File: config.mk
export PLATFORM = sky130hd
export DESIGN_NAME = mmio_timer
export DESIGN_NICKNAME = d
export VERILOG_FILES = /design/src/rtl/urisc_io_pkg.sv /design/src/rtl/tick_gen.sv /design/src/rtl/mmio_timer.sv
export SDC_FILE = /design/constraint.sdc
export NUM_CORES = 1
export LEC_CHECK = 0
export ABC_AREA = 1
export BUFFER_PORTS_ARGS = -buffer_cell sky130_fd_sc_hd__buf_2
export CAP_MARGIN = 40
export CORE_MARGIN = 5
export CORE_UTILIZATION = 45
export CTS_BUF_LIST = sky130_fd_sc_hd__clkbuf_4 sky130_fd_sc_hd__clkbuf_8
export CTS_CLUSTER_SIZE = 16
export DETAILED_ROUTE_END_ITERATION = 8
export PLACE_DENSITY = 0.65
export SETUP_SLACK_MARGIN = 0.5
export SLEW_MARGIN = 30
export SYNTH_ARGS = -nofsm -noshare
export SYNTH_HDL_FRONTEND = slang
export SYNTH_SLANG_ARGS = --single-unit
File: constraint.sdc
create_clock -name clk -period 3.12 [get_ports clk]
set_input_delay 0.468 -clock clk [delete_from_list [all_inputs] [get_ports clk]]
set_output_delay 0.468 -clock clk [all_outputs]
set_load 0.03 [all_outputs]
File: src/rtl/urisc_io_pkg.sv
// Shared register map for urisc memory-mapped peripherals.
// Offsets, control/status bit indices and default timer base.
package urisc_io_pkg;

  localparam logic [7:0] BASE_ADDR_DEF = 8'hF0;

  localparam logic [1:0] OFS_CTRL   = 2'd0;
  localparam logic [1:0] OFS_RELOAD = 2'd1;
  localparam logic [1:0] OFS_COUNT  = 2'd2;
  localparam logic [1:0] OFS_STATUS = 2'd3;

  localparam int CTRL_EN   = 0;
  localparam int CTRL_AUTO = 1;
  localparam int CTRL_IE   = 2;

  localparam int STAT_EXP = 0;

endpackage

File: src/rtl/tick_gen.sv
// Prescaler: one-cycle tick every PRESCALE cycles while en is high.
// Held at zero while disabled, so enabling restarts a full period.
module tick_gen #(
  parameter int PRESCALE   = 50000,
  parameter int PRESCALE_W = 16
) (
  input  logic clk,
  input  logic reset,
  input  logic en,
  output logic tick
);

  localparam logic [PRESCALE_W-1:0] LAST =
    PRESCALE_W'(PRESCALE - 1);

  logic [PRESCALE_W-1:0] r_cnt;

  assign tick = en & (r_cnt == LAST);

  always_ff @(posedge clk) begin
    if (reset | ~en) begin
      r_cnt <= '0;
    end else if (tick) begin
      r_cnt <= '0;
    end else begin
      r_cnt <= r_cnt + PRESCALE_W'(1);
    end
  end

endmodule

File: src/rtl/mmio_timer.sv
// Bus responder: 4-register down-counter timer at BASE_ADDR, mem elsewhere.
// Define MMIO_TIMER_IRQ_EN to add CTRL.IE and the registered irq output.
module mmio_timer
  import urisc_io_pkg::*;
#(
  parameter logic [7:0] BASE_ADDR  = BASE_ADDR_DEF,
  parameter int         PRESCALE   = 50000,
  parameter int         PRESCALE_W = 16
) (
  input  logic       clk,
  input  logic       reset,
  input  logic [7:0] addr,
  input  logic [7:0] cpu_wdata,
  input  logic       we,
  input  logic [7:0] mem_rdata,
  output logic       mem_we,
  output logic [7:0] cpu_rdata
`ifdef MMIO_TIMER_IRQ_EN
  ,
  output logic       irq
`endif
);

  logic       r_en;
  logic       r_auto;
  logic [7:0] r_reload;
  logic [7:0] r_count;
  logic       r_exp;
  logic       r_hit_q;
  logic [7:0] r_rdata_q;

  logic       w_hit;
  logic       w_sel_ctrl;
  logic       w_sel_rel;
  logic       w_sel_cnt;
  logic       w_sel_stat;
  logic       w_wr_ctrl;
  logic       w_wr_rel;
  logic       w_wr_cnt;
  logic       w_wr_stat;
  logic       w_tick;
  logic       w_expire;
  logic       w_ie;
  logic [7:0] w_count_nxt;
  logic [7:0] w_ctrl;
  logic [7:0] w_stat;
  logic [7:0] w_rmux;

  assign w_hit  = (addr[7:2] == BASE_ADDR[7:2]);
  assign mem_we = we & ~w_hit;

  assign w_sel_ctrl = (addr[1:0] == OFS_CTRL);
  assign w_sel_rel  = (addr[1:0] == OFS_RELOAD);
  assign w_sel_cnt  = (addr[1:0] == OFS_COUNT);
  assign w_sel_stat = (addr[1:0] == OFS_STATUS);

  assign w_wr_ctrl = we & w_hit & w_sel_ctrl;
  assign w_wr_rel  = we & w_hit & w_sel_rel;
  assign w_wr_cnt  = we & w_hit & w_sel_cnt;
  assign w_wr_stat = we & w_hit & w_sel_stat;

  tick_gen #(
    .PRESCALE   (PRESCALE),
    .PRESCALE_W (PRESCALE_W)
  ) u_tick (
    .clk   (clk),
    .reset (reset),
    .en    (r_en),
    .tick  (w_tick)
  );

  // A COUNT write in the tick cycle swallows the tick, expiry included.
  assign w_expire = w_tick & (r_count == 8'd1) & ~w_wr_cnt;

  always_comb begin
    w_count_nxt = r_count - 8'd1;
    if (r_count == 8'd0) begin
      w_count_nxt = 8'd0;
    end else if (r_count == 8'd1) begin
      w_count_nxt = r_auto ? r_reload : 8'd0;
    end
  end

`ifdef MMIO_TIMER_IRQ_EN
  logic r_ie;
  logic r_irq;

  assign w_ie = r_ie;
  assign irq  = r_irq;

  always_ff @(posedge clk) begin
    if (reset) begin
      r_ie  <= 1'b0;
      r_irq <= 1'b0;
    end else begin
      if (w_wr_ctrl) begin
        r_ie <= cpu_wdata[CTRL_IE];
      end
      r_irq <= r_exp & r_ie;
    end
  end
`else
  assign w_ie = 1'b0;
`endif

  always_comb begin
    w_ctrl            = '0;
    w_ctrl[CTRL_EN]   = r_en;
    w_ctrl[CTRL_AUTO] = r_auto;
    w_ctrl[CTRL_IE]   = w_ie;
    w_stat            = '0;
    w_stat[STAT_EXP]  = r_exp;
  end

  always_comb begin
    w_rmux = '0;
    unique case (1'b1)
      w_sel_ctrl: w_rmux = w_ctrl;
      w_sel_rel:  w_rmux = r_reload;
      w_sel_cnt:  w_rmux = r_count;
      w_sel_stat: w_rmux = w_stat;
      default:    w_rmux = '0;
    endcase
  end

  always_ff @(posedge clk) begin
    if (reset) begin
      r_en      <= 1'b0;
      r_auto    <= 1'b0;
      r_reload  <= '0;
      r_count   <= '0;
      r_exp     <= 1'b0;
      r_hit_q   <= 1'b0;
      r_rdata_q <= '0;
    end else begin
      if (w_wr_ctrl) begin
        r_en   <= cpu_wdata[CTRL_EN];
        r_auto <= cpu_wdata[CTRL_AUTO];
      end else if (w_expire & ~r_auto) begin
        r_en <= 1'b0;
      end
      if (w_wr_rel) begin
        r_reload <= cpu_wdata;
      end
      if (w_wr_cnt) begin
        r_count <= cpu_wdata;
      end else if (w_tick) begin
        r_count <= w_count_nxt;
      end
      if (w_expire) begin
        r_exp <= 1'b1;
      end else if (w_wr_stat & cpu_wdata[STAT_EXP]) begin
        r_exp <= 1'b0;
      end
      r_hit_q   <= w_hit;
      r_rdata_q <= w_rmux;
    end
  end

  assign cpu_rdata = r_hit_q ? r_rdata_q : mem_rdata;

endmodule

==> results of run 1 <==
==> final timing paths <==
path	endpoint	slack, ns
min reg2reg	u_tick.r_cnt[0]$_SDFF_PP0_	0.45
max	u_tick.r_cnt[6]$_SDFF_PP0_	1.15
max reg2reg	u_tick.r_cnt[6]$_SDFF_PP0_	1.15
min	u_tick.r_cnt[0]$_SDFF_PP0_	0.45
==> power by group through the flow <==
stage               logic (mW)  clock network [mW]  registers, mW
finish                  0.0673               0.380          0.562
global route            0.0729               0.413          0.562
CTS                     0.0679               0.389          0.562
detailed placement      0.0676                   0          0.575
global placement        0.0672                   0          0.575
floorplan               0.0380                   0          0.575
==> logic make-up after synthesis <==
logic type | Yosys count | synth area share (%)
buffers and inverters | 51 | 8.52
AOI/OAI and AO/OA | 42 | 8.82
DFF | 44 | 35.9
muxes | 8 | 3.67
adders and majority gates | 4 | 2.04
and+or+nand+nor | 219 | 40.3
xor gates and xnor gates | 2 | 0.714
==> layout by cell type, fill, tap and decap left out, types with 3 or more instances in the layout <==
master,instances
nand2_1,102
nand3_1,53
dfxtp_1,44
inv_1,38
nor2_1,37
buf_2,35
a21oi_1,34
mux2_2,8
nor3_1,6
o21ai_0,6
clkbuf_8,6
nand4_1,5
nor2_4,4
ha_1,4
inv_2,3
nor2_2,3
or2_2,3
==> layout make-up <==
class                      instances  area, um2  share of cell area, %
timing repair buffer              36        183                   6.60
inverter                          41        154                   5.56
tap                               70       87.6                   3.17
clock buffer                       8       97.6                   3.53
sequential                        44        881                   31.8
multi-input combinational        275       1360                   49.3
==> per-layer routing <==
| metal | GRT usage (%) | vias to the layer above |
|---|---|---|
| met3 | 3.95 | 2 |
| li1 | - | 1262 |
| met4 | 3.65 | 0 |
| met2 | 25.5 | 64 |
| met1 | 24.2 | 1032 |
| met5 | 0 | - |
==> sequential cells by signal, indices dropped and copies added, names as in the netlist <==
name          count
r_auto            1
r_hit_q           1
r_rdata_q         8
r_reload          8
r_count           8
r_en              1
r_exp             1
u_tick.r_cnt     16
==> metrics by stage <==
stage          cell area [um2]  utilization (%)  worst slack [ns]
4_1_cts                   2770             53.1              1.14
6_report                  2770             53.1              1.15
3_5_place_dp              2670             51.3              1.16
3_3_place_gp              2670             51.3              1.24
5_1_grt                   2770             53.1             0.908
2_1_floorplan             2450                -              1.57
==> flow_summary.toml, run 1 <==
[global_route]
grt_overflow = 0
track_usage_pct = 16.9
grt_pass1_vias = 2205
grt_pass1_wl_um = 9980
antenna_found_initial = 0
grt_max_degree = 27

[power_and_ir_drop]
internal_power_uw = 784
power.density_nw_per_um2 = 365
p_sw_uw = 226
sw_frac_of_total_pct = 22.4
pwr-share-comb_pct = 6.7
irDropWorstVdd_v = 0.000140
power_mw = 1.01
leakage_nw = 1.10
seqPwrFrac_pct = 55.7
clkPwrFrac_pct = 37.7

[routing]
wl_per_cell_um = 12.3
wl_met3_um = 406
viasPerCell = 4.98
topRoutingLayerUsed = "met4"
drtAntennaViolNets = 0
drtIter0Drc = 176
drcViolationCount = 0
routed_wl_um = 5840
wl_met1_um = 2950
wl_met2_um = 2460
dr.pass1.iters = 4
vias = 2360

[outcome]
status = "finished clean"

[clock_tree]
insertion_delay_ns = 0.29
cts.sinks = 44
cts_tree = "done"
cts_hold_buf = 0
ctsResizeCount = 0
htreeDepth = 2
cts_buffers = 5
path_clk_slew_ns = 0.08
post_cts_buffers = 0
clockBufferDepth = 2
clockRootBuffer = "clkbuf_8"

[die]
die-area_um2 = 7030
pin_count = 36
start_util_pct = 47.1
fp-row-count = 26
die_w_um = 83.8
dieHeight_um = 83.8
coreArea_um2 = 5200

[setup_path]
crit_family = "simple AND/OR/NAND/NOR gates"
path_depth = 8
slowest_delay_ns = 0.53
worstSetupPathType = "flop to flop"
r2r_start = "u_tick.r_cnt[0]$_SDFF_PP0_"
crit_slowest_cell = "nand3_1"
path_buf_inv = 1
worst_setup_path_end_kind = "flop"
cp-start-kind = "flop"
cp_max_fo = 16
worstPathArrival_ns = 2.17
worstRegToRegCells = 8
crit_required_ns = 3.32
cp_common_cell = "nand2_1"
startpoint = "u_tick.r_cnt[0]$_SDFF_PP0_"
cp_cell_sequence = "ha_1 > nand2_1 > inv_1 > nand2_1 > nor2_1 > nand3_2 > nand3_1 > nor3b_1"

[yosys]
synth_edf_count = 0
ys_seq_elements = 44
ys_top_cells_by_count = "nand2_1, nand3_1, dfxtp_1"
ys_seq_area_share_pct = 35.9
synth.yosys.warnings = 0
synth_top_area_share_pct = 35.9
synth_area_leaders = "dfxtp_1, nand2_1, nand3_1"
yosysMostFrequentCell = "nand2_1"
synth_nets = 401
synthesis.area_per_instance_um2 = 6.63
synth_cell_type_count = 26
ys_async_sr_fraction_pct = 0
syn_area_um2 = 2450
yosys.area.top_type = "dfxtp_1"
synthFlopType = "dfxtp_1"
synthCells = 370

[placement]
dp_hpwl_um = 4510
io_buffers = 35
dp_cells = 466
gp_congestion = 0.851

[timing]
tightest_slew_ns = 0.676
report.final.slew_viol_count = 0
skew_ns = 0.00475
setup_tns_ns = 0
whs_ns = 0.451
relSlewSlack_pct = 54.8
setup_viol = 0
rsz0062_at_grt = "false"
min_period_ns = 1.97
fin_crit_sh_pct = 63.2
hold_viol = 0
fmax_mhz = 507

[hold_path]
hold_path.class = "flop to flop"
min_from = "u_tick.r_cnt[0]$_SDFF_PP0_"
whs_path_depth = 1

[final_layout]
syn2layout_area_growth_pct = 12.7
layout.cells.non_filler = 474
fin_nets = 434
diodes = 0
fillCellCount = 551
drive_above_1_share_pct = 17.1

[run]
cap_viol_max_count = 0
(Power assumes the default switching activity.)
==> run 2, diff against run 1 <==
Settings changed: ABC_AREA 1 to 0, PLACE_DENSITY 0.65 to 0.68.
Clock period 3.12 ns to 1.7 ns, I/O delays scaled along.
==> run 2 against run 1 <==
Worst setup slack lost 1.1 ns. Non-clock buffer count grew 51. Hold slack lost 0.24 ns. Global-route usage grew 5.0 points. Final cell count shrank 15%. Synthesized cell count shrank 31%. Count of clock-buffer cells in the layout shrank 1. Sequential share of layout area shrank 6.0 points. Combinational power grew to 2.5 times the previous value. Sequential power grew 83%. Critical path depth shrank 1. Clock power grew 84%. Largest cell class unchanged.
==> flow_summary.toml, run 2 <==
[timing]
tightest_slew_ns = 0.933
fmax_mhz = 597
fin_crit_sh_pct = 98.5
setup_viol = 0
skew_ns = 0.0107
rsz0062_at_grt = "true"
hold_viol = 0
whs_ns = 0.211
fin_ws_ns = 0.0252
relSlewSlack_pct = 37.6
min_period_ns = 1.67
report.final.slew_viol_count = 0

[yosys]
synth_compound_area_share_pct = 8.73
synth_area_leaders = "dfxtp_1, nor2_1, mux2i_1"
yosys.area.top_type = "dfxtp_1"
synth_top_family_by_area = "simple AND/OR/NAND/NOR gates"
syn_area_um2 = 2240
synth.yosys.warnings = 0
synthesis.area_per_instance_um2 = 8.73
synth_nets = 287
ys_seq_area_share_pct = 39.4
synth_adder_area_share_pct = 2.24
synth_edf_count = 0
ys_seq_elements = 44
synth_xor_area_share_pct = 6.66
yosysMostFrequentCell = "nor2_1"
ys_async_sr_fraction_pct = 0
synthCells = 256
synth.mux.area_fraction_pct = 11.8
ys_top_cells_by_count = "nor2_1, dfxtp_1, mux2i_1"
synth_cell_type_count = 43
synthFlopType = "dfxtp_1"
synth-simple-area-share_pct = 27.6
synth_top_area_share_pct = 39.4

[placement]
gp_congestion = 0.906
post-place-ws_ns = -0.0654
io_buffers = 35
dp_hpwl_um = 4310

[power_and_ir_drop]
pwr-share-comb_pct = 9.0
leakage_nw = 1.32
internal_power_mw = 1.47
seqPwrFrac_pct = 54.2
clkPwrFrac_pct = 36.8
irDropWorstVdd_v = 0.000422
p_sw_uw = 425
power.density_nw_per_um2 = 542
power_mw = 1.90
sw_frac_of_total_pct = 22.4

[clock_tree]
insertion_delay_ns = 0.30
clockRootBuffer = "clkbuf_8"
cts_hold_buf = 0
htreeDepth = 2
clockBufferDepth = 2
path_clk_slew_ns = 0.08
cts.sinks = 44
cts_buffers = 5
cts_tree = "done"

[global_route]
track_usage_pct = 21.8
grt_max_degree = 15
grt_pass1_wl_um = 10900
grt_overflow = 0
antenna_found_initial = 0
grt_pass1_vias = 2258

[run]
cap_viol_max_count = 0

[die]
dieHeight_um = 80.5
start_util_pct = 46.7
coreArea_um2 = 4790
fp-row-count = 25
pin_count = 36
die-area_um2 = 6480
die_w_um = 80.5

[routing]
dr.pass1.iters = 5
wl_met2_um = 3250
wl_met1_um = 2840
viasPerCell = 5.45
routed_wl_um = 6730
drtAntennaViolNets = 0
wl_met3_um = 479
topRoutingLayerUsed = "met4"
drcViolationCount = 0
drtIter0Drc = 207
vias = 2202
wl_per_cell_um = 16.7

[setup_path]
cp_max_fo = 8
cp-start-kind = "flop"
crit_required_ns = 1.89
worstSetupPathType = "flop to flop"
worst_setup_path_end_kind = "flop"
worstPathArrival_ns = 1.86

[final_layout]
diodes = 0
largest_reg_flops = 16
mostFrequentLayoutCells = "nor2_1, buf_4, dfxtp_1"
final-seq-area_um2 = 903
multi_input_area_um2 = 1680
syn2layout_area_growth_pct = 56.6
drive_above_1_share_pct = 50.1
fin_nets = 368
largest-register = "u_tick.r_cnt"
fillCellCount = 315

[outcome]
status = "finished clean"

[hold_path]
hold_path.class = "primary input to flop"
-- run 2: layout make-up --
type                            count  share of cell area, %
Clock buffer                        7                   2.75
Inverter                            5                  0.536
Multi-Input combinational cell    194                   48.0
Sequential cell                    44                   25.8
Tap cell                           67                   2.39
Timing Repair Buffer               87                   20.5
-- run 2: final timing paths --
path,slack [ns],cells past startpoint,endpoint,startpoint
worst max-delay path,0.03,7,r_count[4]$_SDFFE_PP0P_,u_tick.r_cnt[0]$_SDFF_PP0_
worst min-delay path,0.21,3,r_reload[4]$_SDFFE_PP0P_,cpu_wdata[4]
worst max register to register,0.03,7,r_count[4]$_SDFFE_PP0P_,u_tick.r_cnt[0]$_SDFF_PP0_
worst min register to register,0.54,2,r_reload[4]$_SDFFE_PP0P_,r_reload[4]$_SDFFE_PP0P_
-- run 2: per-layer routing --
metal / up-vias / GRT usage, %
li1: 1067 / -
met3: 20 / 3.81
met1: 1023 / 28.2
met5: - / 0
met4: 0 / 9.63
met2: 92 / 35.5
-- run 2: stage by stage --
stage          util (%)  area, um2  cells  TNS, ns
2_1_floorplan         -       2390    256        0
3_3_place_gp       59.1       2830    379        0
3_5_place_dp       59.1       2830    379   -0.888
4_1_cts            68.6       3280    403        0
5_1_grt            73.2       3500    404   -0.299
6_report           73.2       3500    404        0
-- run 2: cell families (layout without fill, tap and decap cells) --
| family | after synthesis | after routing |
|---|---|---|
| buffers and inverters | 19 | 99 |
| adders and majority gates | 4 | 4 |
| AOI/OAI and AO/OA | 28 | 28 |
| xor gates and xnor gates | 17 | 17 |
| DFF | 44 | 44 |
| muxes | 24 | 24 |
| and+or+nand+nor | 120 | 121 |
-- run 2: critical path, cell delays in order (launching register included) --
cell,delay (ns)
dfxtp_2,0.36
ha_4,0.15
nand3_4,0.07
nor4_4,0.35
nand2_4,0.14
buf_12,0.17
a221oi_2,0.25
nor3_1,0.07
-- run 2: power by group through the flow --
| stage | Combinational, mW | Sequential, mW | Clock [mW] |
|---|---|---|---|
| after floorplan | 0.0720 | 1.06 | 0 |
| after global placement | 0.131 | 1.06 | 0 |
| after detailed placement | 0.133 | 1.06 | 0 |
| after CTS | 0.163 | 1.03 | 0.708 |
| after global routing | 0.181 | 1.03 | 0.756 |
| final | 0.170 | 1.03 | 0.698 |
-- run 2: what timing repair did --
action / CTS / global route
cloned: 1 / 0
pin swaps: 16 / 22
buffers inserted: 16 / 1
endpoints found under the hold margin: 0 / 0
setup endpoints to repair: 44 / 45
resized for setup: 58 / 50
==> run 3, diff against run 2 <==
Settings changed: CELL_PAD_IN_SITES_DETAIL_PLACEMENT set to 1, CELL_PAD_IN_SITES_GLOBAL_PLACEMENT set to 2, CORE_UTILIZATION 45 to 32, PLACE_DENSITY 0.68 to unset, PLACE_DENSITY_LB_ADDON set to 0.1.
==> run 3 against run 2 <==
Global-route usage is 4.6 points lower. Via count is 2.9% lower. Final cell count is 6.9% higher. Combinational power is 3% lower. Total power is 0.50% higher. Hold slack better by 0.0098 ns. Design area is 2.3% lower. Largest power group unchanged.
==> flow_summary.toml, run 3 (same netlist as run 2, synthesis figures left out) <==
[die]
die-area_um2 = 8760
fp-row-count = 30
pin_count = 36
coreArea_um2 = 6790
die_w_um = 93.6
dieHeight_um = 93.6
start_util_pct = 32.9

[power_and_ir_drop]
p_sw_uw = 436
pwr-share-comb_pct = 8.7
power.density_nw_per_um2 = 557
clkPwrFrac_pct = 37.4
irDropWorstVdd_v = 0.000270
sw_frac_of_total_pct = 22.9
seqPwrFrac_pct = 53.9
internal_power_mw = 1.47
leakage_nw = 1.29

[clock_tree]
htreeDepth = 2
cts_tree = "done"
clockRootBuffer = "clkbuf_8"
cts_buffers = 5
cts.sinks = 44
insertion_delay_ns = 0.29
clockBufferDepth = 2
path_clk_slew_ns = 0.09

[hold_path]
hold_path.class = "primary input to flop"
min_from = "cpu_wdata[6]"
min_to = "r_reload[6]$_SDFFE_PP0P_"
whs_path_depth = 3

[run]
cap_viol_max_count = 0

[final_layout]
largest-register = "u_tick.r_cnt"
diodes = 0
largest_reg_flops = 16
drive_above_1_share_pct = 47.3
multi_input_area_um2 = 1590
syn2layout_area_growth_pct = 53.0
post-route-util_pct = 50.3
fin_nets = 366
mostFrequentLayoutCells = "nor2_1, buf_4, dfxtp_1"
mostFrequentLayoutCell = "nor2_1"
final-seq-area_um2 = 903
fillCellCount = 786

[routing]
routed_wl_um = 7410
viasPerCell = 4.95
wl_per_cell_um = 17.1
drtAntennaViolNets = 0
drcViolationCount = 0
dr.pass1.iters = 5
vias = 2139
drtIter0Drc = 35

[setup_path]
cp-start-kind = "flop"
cp_max_fo = 4
worstSetupPathType = "flop to flop"
rrSetupSlack_ns = 0.09
worstRegToRegCells = 6
r2r_start = "u_tick.r_cnt[8]$_SDFF_PP0_"
timing.rr.end = "u_tick.r_cnt[15]$_SDFF_PP0_"
worst_setup_path_end_kind = "flop"
crit_required_ns = 1.88
worstPathArrival_ns = 1.80

[timing]
skew_ns = 0.00568
report.final.slew_viol_count = 0
hold_viol = 0
rsz0062_at_grt = "true"
fin_crit_sh_pct = 94.8
whs_ns = 0.221
fmax_mhz = 620
relSlewSlack_pct = 37.1
tightest_slew_ns = 0.942
min_period_ns = 1.61
setup_viol = 0

[placement]
io_buffers = 35
dp_hpwl_um = 5340
gp_congestion = 0.765

[global_route]
grt_overflow = 0
antenna_found_initial = 0
grt_pass1_vias = 2245
track_usage_pct = 17.3
grt_max_degree = 18
grt_pass1_wl_um = 11700

[outcome]
status = "finished clean"
==> run 3: cell count changes in the layout (fill, tap and decap cells not counted), moves of 2 or more <==
cell	change
buf_6	-6
buf_4	+3
nor2_1	+7
clkbuf_4	+2
nor2_4	-6
==> run 3: layout make-up <==
| class | count | share of cell area (%) |
|---|---|---|
| inverters | 5 | 0.549 |
| clock buffers | 8 | 2.85 |
| flip-flops and latches | 44 | 26.4 |
| repair buffers | 85 | 20.3 |
| well taps | 96 | 3.51 |
| multi-input cells | 194 | 46.4 |
==> run 3: what timing repair did <==
action,CTS,global route
gates resized for setup,56,25
gates cloned,1,0
buffers inserted,11,2
endpoints found under the setup margin,45,46
pin swaps,18,17
hold buffers,0,0
==> run 3: worst max path at each step <==
stage,from,endpoint,slack (ns),depth (start not counted)
2_1_floorplan,r_count[5]$_SDFFE_PP0P_,r_count[0]$_SDFFE_PP0P_,0.16,6
3_3_place_gp,addr[3],r_reload[4]$_SDFFE_PP0P_,0.003,7
3_5_place_dp,addr[3],r_reload[4]$_SDFFE_PP0P_,-0.04,7
4_1_cts,u_tick.r_cnt[8]$_SDFF_PP0_,u_tick.r_cnt[15]$_SDFF_PP0_,0.1,6
5_1_grt,u_tick.r_cnt[12]$_SDFF_PP0_,r_count[0]$_SDFFE_PP0P_,-0.02,6
6_report,u_tick.r_cnt[8]$_SDFF_PP0_,u_tick.r_cnt[15]$_SDFF_PP0_,0.09,6
==> run 3: worst max-delay path, cell delays in order (launching register included) <==
cell and delay, ns:
dfxtp_2 0.34, buf_4 0.12, and3_4 0.20, nand4_1 0.13, or4_1 0.51, xor2_1 0.14
nor2_1 0.06
==> run 3: power by group through the flow <==
stage	registers [mW]	logic [mW]	clock network, mW
floorplan	1.06	0.0720	0
global placement	1.06	0.131	0
detailed placement	1.06	0.133	0
CTS	1.03	0.161	0.739
global route	1.03	0.174	0.789
finish	1.03	0.165	0.713
==> run 3: routing by layer <==
| metal | up-vias | track usage, % | share of wire [%] |
|---|---|---|---|
| li1 | 1059 | - | - |
| met1 | 1051 | 21.6 | 44 |
| met2 | 25 | 31.1 | 53 |
| met3 | 4 | 2.82 | 2.4 |
| met4 | 0 | 3.73 | 0.74 |
| met5 | - | 0 | 0 |
==> run 3: through the flow <==
stage	setup TNS, ns	worst slack [ns]	power, mW	std cells	cell area (um2)
floorplan	0	0.157	1.13	256	2390
global placement	0	0.00283	1.19	410	2880
detailed placement	-0.279	-0.0393	1.19	410	2880
CTS	0	0.0972	1.93	430	3310
global route	-0.0371	-0.0187	1.99	432	3420
finish	0	0.0876	1.91	432	3420
